`config.mk`:
```
export PLATFORM = sky130hd
export DESIGN_NAME = i2c_slave_ctrl_flat
export DESIGN_NICKNAME = d
export VERILOG_FILES = /design/src/rtl/i2c_pkg.sv /design/src/rtl/i2c_slave_ctrl_if.sv /design/src/rtl/i2c_bus_cond.sv /design/src/rtl/i2c_slave_ctrl.sv /design/src/flat_wrapper.sv
export SDC_FILE = /design/constraint.sdc
export NUM_CORES = 1
export LEC_CHECK = 0
export BUFFER_PORTS_ARGS = -buffer_cell sky130_fd_sc_hd__buf_2
export CORE_MARGIN = 5
export CORE_UTILIZATION = 54
export DETAILED_ROUTE_END_ITERATION = 7
export GPL_TIMING_DRIVEN = 0
export PLACE_DENSITY_LB_ADDON = 0.15
export SYNTH_ARGS = -nofsm -noshare
export SYNTH_HDL_FRONTEND = slang
export SYNTH_SLANG_ARGS = --single-unit
```
`constraint.sdc`:
```
create_clock -name clk -period 2.4 [get_ports clk]
set_clock_uncertainty 0.1 [all_clocks]
set_input_delay 0 -clock clk [delete_from_list [all_inputs] [get_ports clk]]
set_output_delay 0 -clock clk [all_outputs]
set_load 0.01 [all_outputs]
```
`src/rtl/i2c_pkg.sv`:
```
// Shared types, widths and helpers for the I2C slave controller.
// Optional feature macro used across this slice: I2C_SLAVE_READ_EN.
package i2c_pkg;

    localparam int unsigned I2C_ADDR_W = 7;
    localparam int unsigned I2C_BYTE_W = 8;
    localparam int unsigned I2C_CNT_W  = 3;

    typedef enum logic [2:0] {
        ST_IDLE,
        ST_ADDR,
        ST_ADDR_ACK,
        ST_WRITE,
        ST_WRITE_ACK,
        ST_READ,
        ST_READ_ACK,
        ST_WAIT_STOP
    } i2c_state_e;

    // Address byte is {addr, rw}; reads are only accepted when read support is built in.
    function automatic logic addr_accept(input logic [I2C_BYTE_W-1:0] addr_byte,
                                         input logic [I2C_ADDR_W-1:0] slave_addr,
                                         input logic                  read_en);
        return (addr_byte[I2C_BYTE_W-1:1] == slave_addr) && (!addr_byte[0] || read_en);
    endfunction

endpackage

```
`src/rtl/i2c_slave_ctrl_if.sv`:
```
// Filtered bus levels/edges in, SDA pull-down and byte interface out.
// Read-side signals exist only when I2C_SLAVE_READ_EN is defined.
interface i2c_slave_ctrl_if;
    import i2c_pkg::*;

    logic                  scl;
    logic                  sda;
    logic                  scl_pe;
    logic                  scl_ne;
    logic                  sda_pe;
    logic                  sda_ne;
    logic                  sda_oe;
    logic [I2C_BYTE_W-1:0] rx_data;
    logic                  rx_valid;
    logic                  addr_match;
    logic                  busy;
`ifdef I2C_SLAVE_READ_EN
    logic [I2C_BYTE_W-1:0] tx_data;
    logic                  tx_req;
`endif

    modport slave (
        input  scl, sda, scl_pe, scl_ne, sda_pe, sda_ne,
        output sda_oe, rx_data, rx_valid, addr_match, busy
`ifdef I2C_SLAVE_READ_EN
        , input tx_data, output tx_req
`endif
    );

    modport master (
        output scl, sda, scl_pe, scl_ne, sda_pe, sda_ne,
        input  sda_oe, rx_data, rx_valid, addr_match, busy
`ifdef I2C_SLAVE_READ_EN
        , output tx_data, input tx_req
`endif
    );

endinterface

```
`src/rtl/i2c_bus_cond.sv`:
```
// START/STOP detector: an SDA edge while SCL is high, registered one clk later.
module i2c_bus_cond (
    input  logic clk,
    input  logic reset,
    input  logic scl_i,
    input  logic sda_pe_i,
    input  logic sda_ne_i,
    output logic start_det_o,
    output logic stop_det_o
);

    logic start_q;
    logic stop_q;

    // Register bus conditions so the controller sees clean one-cycle strobes.
    always_ff @(posedge clk or posedge reset) begin
        if (reset) begin
            start_q <= 1'b0;
            stop_q  <= 1'b0;
        end else begin
            start_q <= scl_i & sda_ne_i;
            stop_q  <= scl_i & sda_pe_i;
        end
    end

    assign start_det_o = start_q;
    assign stop_det_o  = stop_q;

endmodule

```
`src/rtl/i2c_slave_ctrl.sv`:
```
// Byte-level I2C slave: address match, write bytes with ACK, optional reads.
// Read transfers are built only when I2C_SLAVE_READ_EN is defined.
module i2c_slave_ctrl
    import i2c_pkg::*;
#(
    parameter logic [I2C_ADDR_W-1:0] SLAVE_ADDR = 7'h50
) (
    input logic             clk,
    input logic             reset,
    i2c_slave_ctrl_if.slave bus
);

`ifdef I2C_SLAVE_READ_EN
    localparam logic READ_EN = 1'b1;
`else
    localparam logic READ_EN = 1'b0;
`endif

    logic start_det;
    logic stop_det;

    i2c_state_e            state_q;
    logic [I2C_CNT_W-1:0]  cnt_q;
    logic [I2C_BYTE_W-1:0] shift_q;
    logic                  byte_done_q;  // 8 bits sampled (or master ACK seen in READ_ACK)
    logic                  sda_oe_q;
    logic [I2C_BYTE_W-1:0] rx_data_q;
    logic                  rx_valid_q;
    logic                  addr_match_q;
    logic                  busy_q;
    logic                  addr_ok;
`ifdef I2C_SLAVE_READ_EN
    logic                  rw_q;
    logic                  tx_req_q;
`endif

    i2c_bus_cond u_bus_cond (
        .clk         (clk),
        .reset       (reset),
        .scl_i       (bus.scl),
        .sda_pe_i    (bus.sda_pe),
        .sda_ne_i    (bus.sda_ne),
        .start_det_o (start_det),
        .stop_det_o  (stop_det)
    );

    // Address byte acceptance from the completed shift register.
    always_comb begin
        addr_ok = addr_accept(shift_q, SLAVE_ADDR, READ_EN);
    end

    // Protocol FSM; STOP and START override any bit event in the same cycle.
    always_ff @(posedge clk or posedge reset) begin
        if (reset) begin
            state_q      <= ST_IDLE;
            cnt_q        <= '0;
            shift_q      <= '0;
            byte_done_q  <= 1'b0;
            sda_oe_q     <= 1'b0;
            rx_data_q    <= '0;
            rx_valid_q   <= 1'b0;
            addr_match_q <= 1'b0;
            busy_q       <= 1'b0;
`ifdef I2C_SLAVE_READ_EN
            rw_q         <= 1'b0;
            tx_req_q     <= 1'b0;
`endif
        end else begin
            rx_valid_q <= 1'b0;
`ifdef I2C_SLAVE_READ_EN
            tx_req_q   <= 1'b0;
`endif
            if (stop_det) begin
                state_q      <= ST_IDLE;
                cnt_q        <= '0;
                byte_done_q  <= 1'b0;
                sda_oe_q     <= 1'b0;
                addr_match_q <= 1'b0;
                busy_q       <= 1'b0;
            end else if (start_det) begin
                state_q      <= ST_ADDR;
                cnt_q        <= '0;
                byte_done_q  <= 1'b0;
                sda_oe_q     <= 1'b0;
                addr_match_q <= 1'b0;
                busy_q       <= 1'b0 | 1'b1;
            end else begin
                case (state_q)
                    ST_ADDR, ST_WRITE: begin
                        if (bus.scl_pe) begin
                            shift_q <= {shift_q[I2C_BYTE_W-2:0], bus.sda};
                            cnt_q   <= cnt_q + I2C_CNT_W'(1);
                            if (cnt_q == I2C_CNT_W'(7)) begin
                                byte_done_q <= 1'b1;
                                if (state_q == ST_WRITE) begin
                                    rx_data_q  <= {shift_q[I2C_BYTE_W-2:0], bus.sda};
                                    rx_valid_q <= 1'b1;
                                end
                            end
                        end else if (bus.scl_ne && byte_done_q) begin
                            byte_done_q <= 1'b0;
                            if (state_q == ST_WRITE) begin
                                state_q  <= ST_WRITE_ACK;
                                sda_oe_q <= 1'b1;
                            end else if (addr_ok) begin
                                state_q      <= ST_ADDR_ACK;
                                sda_oe_q     <= 1'b1;
                                addr_match_q <= 1'b1;
`ifdef I2C_SLAVE_READ_EN
                                rw_q         <= shift_q[0];
`endif
                            end else begin
                                state_q <= ST_WAIT_STOP;
                            end
                        end
                    end
                    ST_ADDR_ACK: begin
                        if (bus.scl_ne) begin
                            cnt_q    <= '0;
                            sda_oe_q <= 1'b0;
                            state_q  <= ST_WRITE;
`ifdef I2C_SLAVE_READ_EN
                            if (rw_q) begin
                                shift_q  <= bus.tx_data;
                                tx_req_q <= 1'b1;
                                sda_oe_q <= ~bus.tx_data[I2C_BYTE_W-1];
                                state_q  <= ST_READ;
                            end
`endif
                        end
                    end
                    ST_WRITE_ACK: begin
                        if (bus.scl_ne) begin
                            cnt_q    <= '0;
                            sda_oe_q <= 1'b0;
                            state_q  <= ST_WRITE;
                        end
                    end
`ifdef I2C_SLAVE_READ_EN
                    // Shift the next bit out on each SCL fall; release after bit 0.
                    ST_READ: begin
                        if (bus.scl_ne) begin
                            if (cnt_q == I2C_CNT_W'(7)) begin
                                cnt_q       <= '0;
                                sda_oe_q    <= 1'b0;
                                byte_done_q <= 1'b0;
                                state_q     <= ST_READ_ACK;
                            end else begin
                                cnt_q    <= cnt_q + I2C_CNT_W'(1);
                                shift_q  <= {shift_q[I2C_BYTE_W-2:0], 1'b0};
                                sda_oe_q <= ~shift_q[I2C_BYTE_W-2];
                            end
                        end
                    end
                    // Master ACK sampled while SCL high; next byte loaded on the following fall.
                    ST_READ_ACK: begin
                        if (bus.scl_pe) begin
                            if (!bus.sda) begin
                                byte_done_q <= 1'b1;
                            end else begin
                                state_q <= ST_WAIT_STOP;
                            end
                        end else if (bus.scl_ne && byte_done_q) begin
                            byte_done_q <= 1'b0;
                            cnt_q       <= '0;
                            shift_q     <= bus.tx_data;
                            tx_req_q    <= 1'b1;
                            sda_oe_q    <= ~bus.tx_data[I2C_BYTE_W-1];
                            state_q     <= ST_READ;
                        end
                    end
`endif
                    default: ;
                endcase
            end
        end
    end

    assign bus.sda_oe     = sda_oe_q;
    assign bus.rx_data    = rx_data_q;
    assign bus.rx_valid   = rx_valid_q;
    assign bus.addr_match = addr_match_q;
    assign bus.busy       = busy_q;
`ifdef I2C_SLAVE_READ_EN
    assign bus.tx_req     = tx_req_q;
`endif

endmodule

```
`src/flat_wrapper.sv`:
```
// flat-port wrapper written by rule: the top's interface ports become plain ports
module i2c_slave_ctrl_flat import i2c_pkg::*;
#(
    parameter logic [I2C_ADDR_W-1:0] SLAVE_ADDR = 7'h50
)
  (clk, reset, bus_scl, bus_sda, bus_scl_pe, bus_scl_ne, bus_sda_pe, bus_sda_ne, bus_sda_oe, bus_rx_data, bus_rx_valid, bus_addr_match, bus_busy);
  i2c_slave_ctrl_if bus_i ();
  input logic clk;
  input logic reset;
  input wire logic [$bits(bus_i.scl)-1:0] bus_scl;
  input wire logic [$bits(bus_i.sda)-1:0] bus_sda;
  input wire logic [$bits(bus_i.scl_pe)-1:0] bus_scl_pe;
  input wire logic [$bits(bus_i.scl_ne)-1:0] bus_scl_ne;
  input wire logic [$bits(bus_i.sda_pe)-1:0] bus_sda_pe;
  input wire logic [$bits(bus_i.sda_ne)-1:0] bus_sda_ne;
  output wire logic [$bits(bus_i.sda_oe)-1:0] bus_sda_oe;
  output wire logic [$bits(bus_i.rx_data)-1:0] bus_rx_data;
  output wire logic [$bits(bus_i.rx_valid)-1:0] bus_rx_valid;
  output wire logic [$bits(bus_i.addr_match)-1:0] bus_addr_match;
  output wire logic [$bits(bus_i.busy)-1:0] bus_busy;
  assign bus_i.scl = bus_scl;
  assign bus_i.sda = bus_sda;
  assign bus_i.scl_pe = bus_scl_pe;
  assign bus_i.scl_ne = bus_scl_ne;
  assign bus_i.sda_pe = bus_sda_pe;
  assign bus_i.sda_ne = bus_sda_ne;
  assign bus_sda_oe = bus_i.sda_oe;
  assign bus_rx_data = bus_i.rx_data;
  assign bus_rx_valid = bus_i.rx_valid;
  assign bus_addr_match = bus_i.addr_match;
  assign bus_busy = bus_i.busy;
  i2c_slave_ctrl #(.SLAVE_ADDR(SLAVE_ADDR)) u_core (.clk(clk), .reset(reset), .bus(bus_i));
endmodule
```
; After elaboration in Yosys (flattened, before gate mapping)
; Cells that the tools add are included.
[classes]
add_sub_neg = 1
eq_ne = 14
muxes = 41
bitwise_logic = 4
reduce_logical = 18
[op_table]
columns = cell, n
row1 = $mux W3, 11
row2 = $mux W1, 27
row3 = $pmux W3 S2, 2
row4 = $reduce_and A5 Y1, 2
row5 = $reduce_bool A3 Y1, 3
row6 = $ne A4 B1 Y1 const B, 2
row7 = $ne A4 B4 Y1 const B, 2
row8 = $reduce_and A4 Y1, 2
row9 = $reduce_bool A4 Y1, 2
row10 = $eq A7 B7 Y1 const B, 1
row11 = $eq A3 B2 Y1 const B, 2
row12 = $eq A3 B3 Y1 const B, 2
row13 = $reduce_and A3 Y1, 2
row14 = $reduce_and A6 Y1, 1
row15 = $ne A5 B3 Y1 const B, 1
row16 = $ne A4 B3 Y1 const B, 1
row17 = $reduce_or A2 Y1, 2
row18 = $add A3 B1 Y3 const B, 1
row19 = $eq A3 B1 Y1 const B, 1
row20 = $ne A3 B1 Y1 const B, 1
row21 = $ne A3 B3 Y1 const B, 1
row22 = $and A1 B1 Y1, 2
row23 = $logic_and A1 B1 Y1, 2
row24 = $not A1 Y1, 2
row25 = other kinds (3), 3
[totals]
register_bits = 29
inputBits = 8
output_inout_bits = 12
wordCells = 89

; Longest topological paths before layout
[depth]
word_depth = 9
depth_mapped = 5
ltp_nobuf = 5

; Modules after synthesis
; A second synthesis with hierarchy kept.
[unflattened]
hier_cells = 101
area_unflattened_um2 = 1277.5
[by_module_without_submodules]
columns = mod, instances, cells_each, area_per_inst_um2, seq_area_each_um2
row1 = i2c_slave_ctrl, 1, 96, 1211.2, 675.6
row2 = i2c_bus_cond, 1, 5, 66.3, 50.0

; Worst setup path after synthesis
; No wires, ideal clock.
[synth_timing]
kind = reg2reg
from = register u_core.state_q[2]
to = register u_core.state_q[2]
setup_ns = 0.126
arrival_time_ns = 1.424
t_required_ns = 2.174
setup_slack_ns = 0.750
stages_incl_launch_ff = 5
n_path_buf = 0
synth_period_minus_slack_ns = 1.650
cell_sequence = dfrtp_1 -> and2b_4 -> nand4b_1 -> and2_4 -> a221o_1
[synth_between]
elab_chain_cells = 7
elab_cells_between_ends = 17
classes_between = 7 x eq/ne / 6 x mux / 4 x reduce/logical
[synth_lines]
columns = element, line
row1 = start: declaration, i2c_slave_ctrl.sv:22  ; i2c_state_e state_q;
row2 = start signal: assignment, i2c_slave_ctrl.sv:55  ; state_q <= ST_IDLE;
row3 = start signal: assignment, i2c_slave_ctrl.sv:74  ; state_q <= ST_IDLE;
row4 = start signal: assignment, i2c_slave_ctrl.sv:81  ; state_q <= ST_ADDR;
row5 = $eq A3 B2 Y1, "i2c_slave_ctrl.sv:88, i2c_slave_ctrl.sv:102"
row6 = $mux W3, i2c_slave_ctrl.sv:102  ; if (state_q == ST_WRITE) begin
row7 = $mux W3, i2c_slave_ctrl.sv:100  ; end else if (bus.scl_ne && byte_done_q) begin
row8 = $mux W3, i2c_slave_ctrl.sv:90  ; if (bus.scl_pe) begin
row9 = $pmux W3 S2, i2c_slave_ctrl.sv:88  ; case (state_q)
row10 = $mux W3, i2c_slave_ctrl.sv:80  ; end else if (start_det) begin
row11 = $mux W3, i2c_slave_ctrl.sv:73  ; if (stop_det) begin
; Parallel ways exist; a longest one is shown, timed or not. The select of a mux whose other input is x is not followed.
; A chain may end at the register's enable or synchronous reset.

; Worst setup path in the final report
[layout_timing]
from = register u_core.cnt_q[0]
to = register u_core.byte_done_q
[layout_between]
elab_chain_cells = 3
[layout_lines]
columns = element, line
row1 = start: declaration, i2c_slave_ctrl.sv:23  ; logic [I2C_CNT_W-1:0] cnt_q;
row2 = start signal: assignment, i2c_slave_ctrl.sv:92  ; cnt_q <= cnt_q + I2C_CNT_W'(1);
row3 = $eq A3 B3 Y1, i2c_slave_ctrl.sv:93  ; if (cnt_q == I2C_CNT_W'(7)) begin
row4 = $ne A4 B1 Y1 (no line), --
row5 = $reduce_and A3 Y1 (no line), --
row6 = end signal: assignment, i2c_slave_ctrl.sv:83  ; byte_done_q <= 1'b0;
row7 = end signal: assignment, i2c_slave_ctrl.sv:94  ; byte_done_q <= 1'b1;
row8 = end signal: assignment, i2c_slave_ctrl.sv:101  ; byte_done_q <= 1'b0;
row9 = end: declaration, i2c_slave_ctrl.sv:25  ; logic byte_done_q;
; Every way passes these cells.

==> run summary <==
The number of clock buffers added by TritonCTS is 5. The fraction of registers with async set or reset after synthesis was 1.00; the area of the core region was 2250 µm². The maximum number of pins on one net before global-route repair was 30. Routability-driven placement finished with a final weighted congestion of 0.903. Row generation in the floorplan step produced 17 rows. The cell that appears most often on the critical path is ha_1.

The cell count of the worst reg-to-reg path works out to 6. The starting density of the core is 0.572, and the via count normalized by instance count is 5.49. The width of the die is 58.9 µm, and the post-placement setup slack is 0.579 ns.

The worst-case vdd ir drop is 0.612 mV, and the largest fanout of any net on the critical path is 2. The pre-antenna-repair detailed-routing pass consisted of 4 iterations. Counting I/O delays and the setup requirement, the final critical path takes 1.96 ns. The logs give 0 for the total congestion overflow and 0.44 ns for the setup slack of the worst register-to-register path.

The most critical setup path has its endpoint at u_core.byte_done_q. After routing the design area is 1550 µm². The detailed-route wire length per cell is 14.6 µm, and the total of fill cells in the finished design is 172. The run gives 0.510 GHz as the achievable frequency. CTS placed an instance of clkbuf_4 at the clock tree root.

Data on the critical path arrives at its endpoint at 2.09 ns. Traced cell by cell, the critical path runs through ha_1 -> ha_1 -> a21o_2 -> a22oi_1 -> dlygate4sd3_1 -> nor2_1. The flow ran to the end, and the final reports show no timing, DRC or antenna violations. Count of pins on the block boundary: 20. Total clock sinks: 29. The portion of the post-synthesis area used by sequential elements is 0.563. Type of destination of the critical path: a flop. The synthesized area is 1290 µm², and the die height is 58.9 µm. The first global-routing pass estimated 4.31 mm of wire. Number of buffers on the longest clock path: 2. The number of max-slew violations in the final report was 0.

The logs give 0 for the final hold violation count and 0.33 ns for the clock latency of the later-clocked register in the worst-skew pair. STA puts the critical path data required time at 2.53 ns. Port buffering added 19 buffers. After detailed placement, the total cell area comes to 1420 µm². The initial antenna violation count came out at 0. The number of placed instances, taps included, is 147. Number of enable flip-flop cells after synthesis: 0.

Endpoint of the most critical register-to-register path: u_core.byte_done_q. The repair_antennas step left the layout with diodes totalling 0. The DRC violation count after routing is 0. The dominant cell type by area after synthesis is dfrtp_1. The number of failing setup endpoints in the final timing report is 0, and the setup total negative slack is 0 ns. The post-synthesis cell count was 100; the power after layout was 0.00130 W.

Aggregate global-route resource usage: 0.168. After clock tree synthesis, the repair step resized 0 gates. The final non-filler cell total is 163, and the full die area is 3460 µm². After clock tree synthesis, the clock-pin slew on the worst setup and hold paths is 0.09 ns. The final layout contains routed wiring with a total length of 2.38 mm. The launching element of the worst setup path was u_core.cnt_q[0]. Yosys attributes the largest share of cell area to dfrtp_1 (56%), mux2_2 (14%), nand2_1 (2.0%). Via count of the first global-routing pass: 937. The worst reg2reg path startpoint is u_core.cnt_q[0].

Kind of start point of the critical path: a flop. Leading cell type in the layout, fill and taps excluded: dfrtp_1. In this run the mean area of a mapped cell was 12.9 µm².

The detailed placer's ending HPWL is 1.65 mm, and the fraction of layout cells with a size suffix above 1 is 0.400. For this block, the initial DRC count from the detailed router was 20. The run gives 0.440 ns as the final critical-path setup slack. The critical path is of the flop to flop type. For this design, the slowest cell found on the critical path is dlygate4sd3_1.

Across the run, the number of max-cap violations was 0. In this run, synthesis produced a sequential element count of 29. For the synthesized net count, the log shows 110. The post-route clock period utilization is 0.817. Synthesis instantiated 37 different standard cells from the library. The Yosys step of the flow raised 0 warnings. TritonCTS built the clock tree. In the synthesized netlist the dominant register cell turns out to be dfrtp_1.

The worst max-slew margin expressed relative to the limit is 0.316. The class of the worst hold path was input port to flop. In the final design database the tool counted 144 nets. For this design the ratio of total power to cell area is 837 nW/µm². The synthesis-to-finish area growth was 20.3%; the count of antenna-violating nets left after detailed routing was 0.

The worst stage delay on the critical path is 0.57 ns. Setup repair after global routing left no endpoint under its margin. In this run the static leakage power is 0.820 nW. The via count of the routed design is 895. The library cells used most frequently in the layout, excluding fill and tap cells, are dfrtp_1 (29), buf_2 (19), mux2_2 (16). The area share of the largest cell type after synthesis was 0.563; the slew at the pin closest to its max-slew limit was 1.02 ns. In this run the number of H-tree levels came out at 2.
## registers in the layout (all words and copies together), names as in the netlist
register                       cells
u_core.bus.rx_data                 8
u_core.shift_q                     8
u_core.cnt_q                       3
u_core.state_q                     3
u_core.bus.addr_match              1
u_core.bus.busy                    1
u_core.bus.rx_valid                1
u_core.bus.sda_oe                  1
u_core.byte_done_q                 1
u_core.u_bus_cond.start_det_o      1
u_core.u_bus_cond.stop_det_o       1
## stage by stage
stage	utilization	hold slack [ns]
after floorplan	-	-0.0219
after global placement	0.629	0.107
after detailed placement	0.629	0.116
after CTS	0.688	0.126
after global routing	0.688	0.163
final	0.688	0.147
## cell families after synthesis
group / after synthesis / synth area share
adder cells (fa/ha/maj): 2 / 0.0194
buffers and inverters: 7 / 0.0291
XOR/XNOR: 1 / 0.00680
AND/OR/NAND/NOR: 28 / 0.134
AO/OA/AOI/OAI: 16 / 0.100
multiplexers: 17 / 0.148
flip-flops: 29 / 0.563
## area by class of cell
class / instances / area [µm²] / area share
tap: 28 / 35.0 / 0.0226
timing repair buffer: 27 / 175 / 0.113
multi-input combinational: 64 / 526 / 0.339
clock buffer: 6 / 41.3 / 0.0266
sequential: 29 / 726 / 0.468
inverter: 5 / 18.8 / 0.0121
buffer: 2 / 18.8 / 0.0121
clock inverter: 2 / 10.0 / 0.00646
## power breakdown
part,switching [W],internal [W]
Combinational,0.000171,0.000184
Clock,0.000166,0.000111
Sequential,0.0000857,0.000580
Total,0.000422,0.000875
## synthesized netlist by cell type (2+ instances only)
master and number:
nand3_1 2, ha_1 2, nand2_1 7, a211oi_1 2, and2_1 3, inv_1 5, dfrtp_1 29, mux2_2 16
nor2_1 4, a22o_1 2, nor4_1 2
## worst max-delay path: cells and delay by family, from the launching register on
kind,cells,cell delay [ns]
AO/OA/AOI/OAI,2,0.32
adder cells (fa/ha/maj),2,0.43
buffers and inverters,1,0.57
flip-flops,1,0.40
AND/OR/NAND/NOR,1,0.04
## how the worst min path moves through the flow
stage               start                       endpoint  slack [ns]  cells after the start
2_1_floorplan       reset          u_core.bus.addr_match       -0.02                      1
3_3_place_gp   bus_sda_ne  u_core.u_bus_cond.start_det_o        0.11                      2
3_5_place_dp      bus_sda              u_core.shift_q[0]        0.12                      3
4_1_cts        bus_scl_ne              u_core.state_q[0]        0.13                      4
5_1_grt        bus_scl_ne              u_core.state_q[0]        0.16                      4
6_report       bus_scl_ne              u_core.state_q[0]        0.15                      4
## metal layers
metal / vias to the layer above / global-route usage / part of all wire
met2: 32 / 0.251 / 0.48
met3: 3 / 0.0833 / 0.081
li1: 429 / - / -
met5: - / 0 / 0
met1: 431 / 0.214 / 0.43
met4: 0 / 0.0518 / 0.014
## timing repair
action | CTS | global route
hold endpoints to repair | 34 | 0
buffers inserted | 0 | 0
hold buffers | 8 | 0
Power figures use the tool's default switching activity.
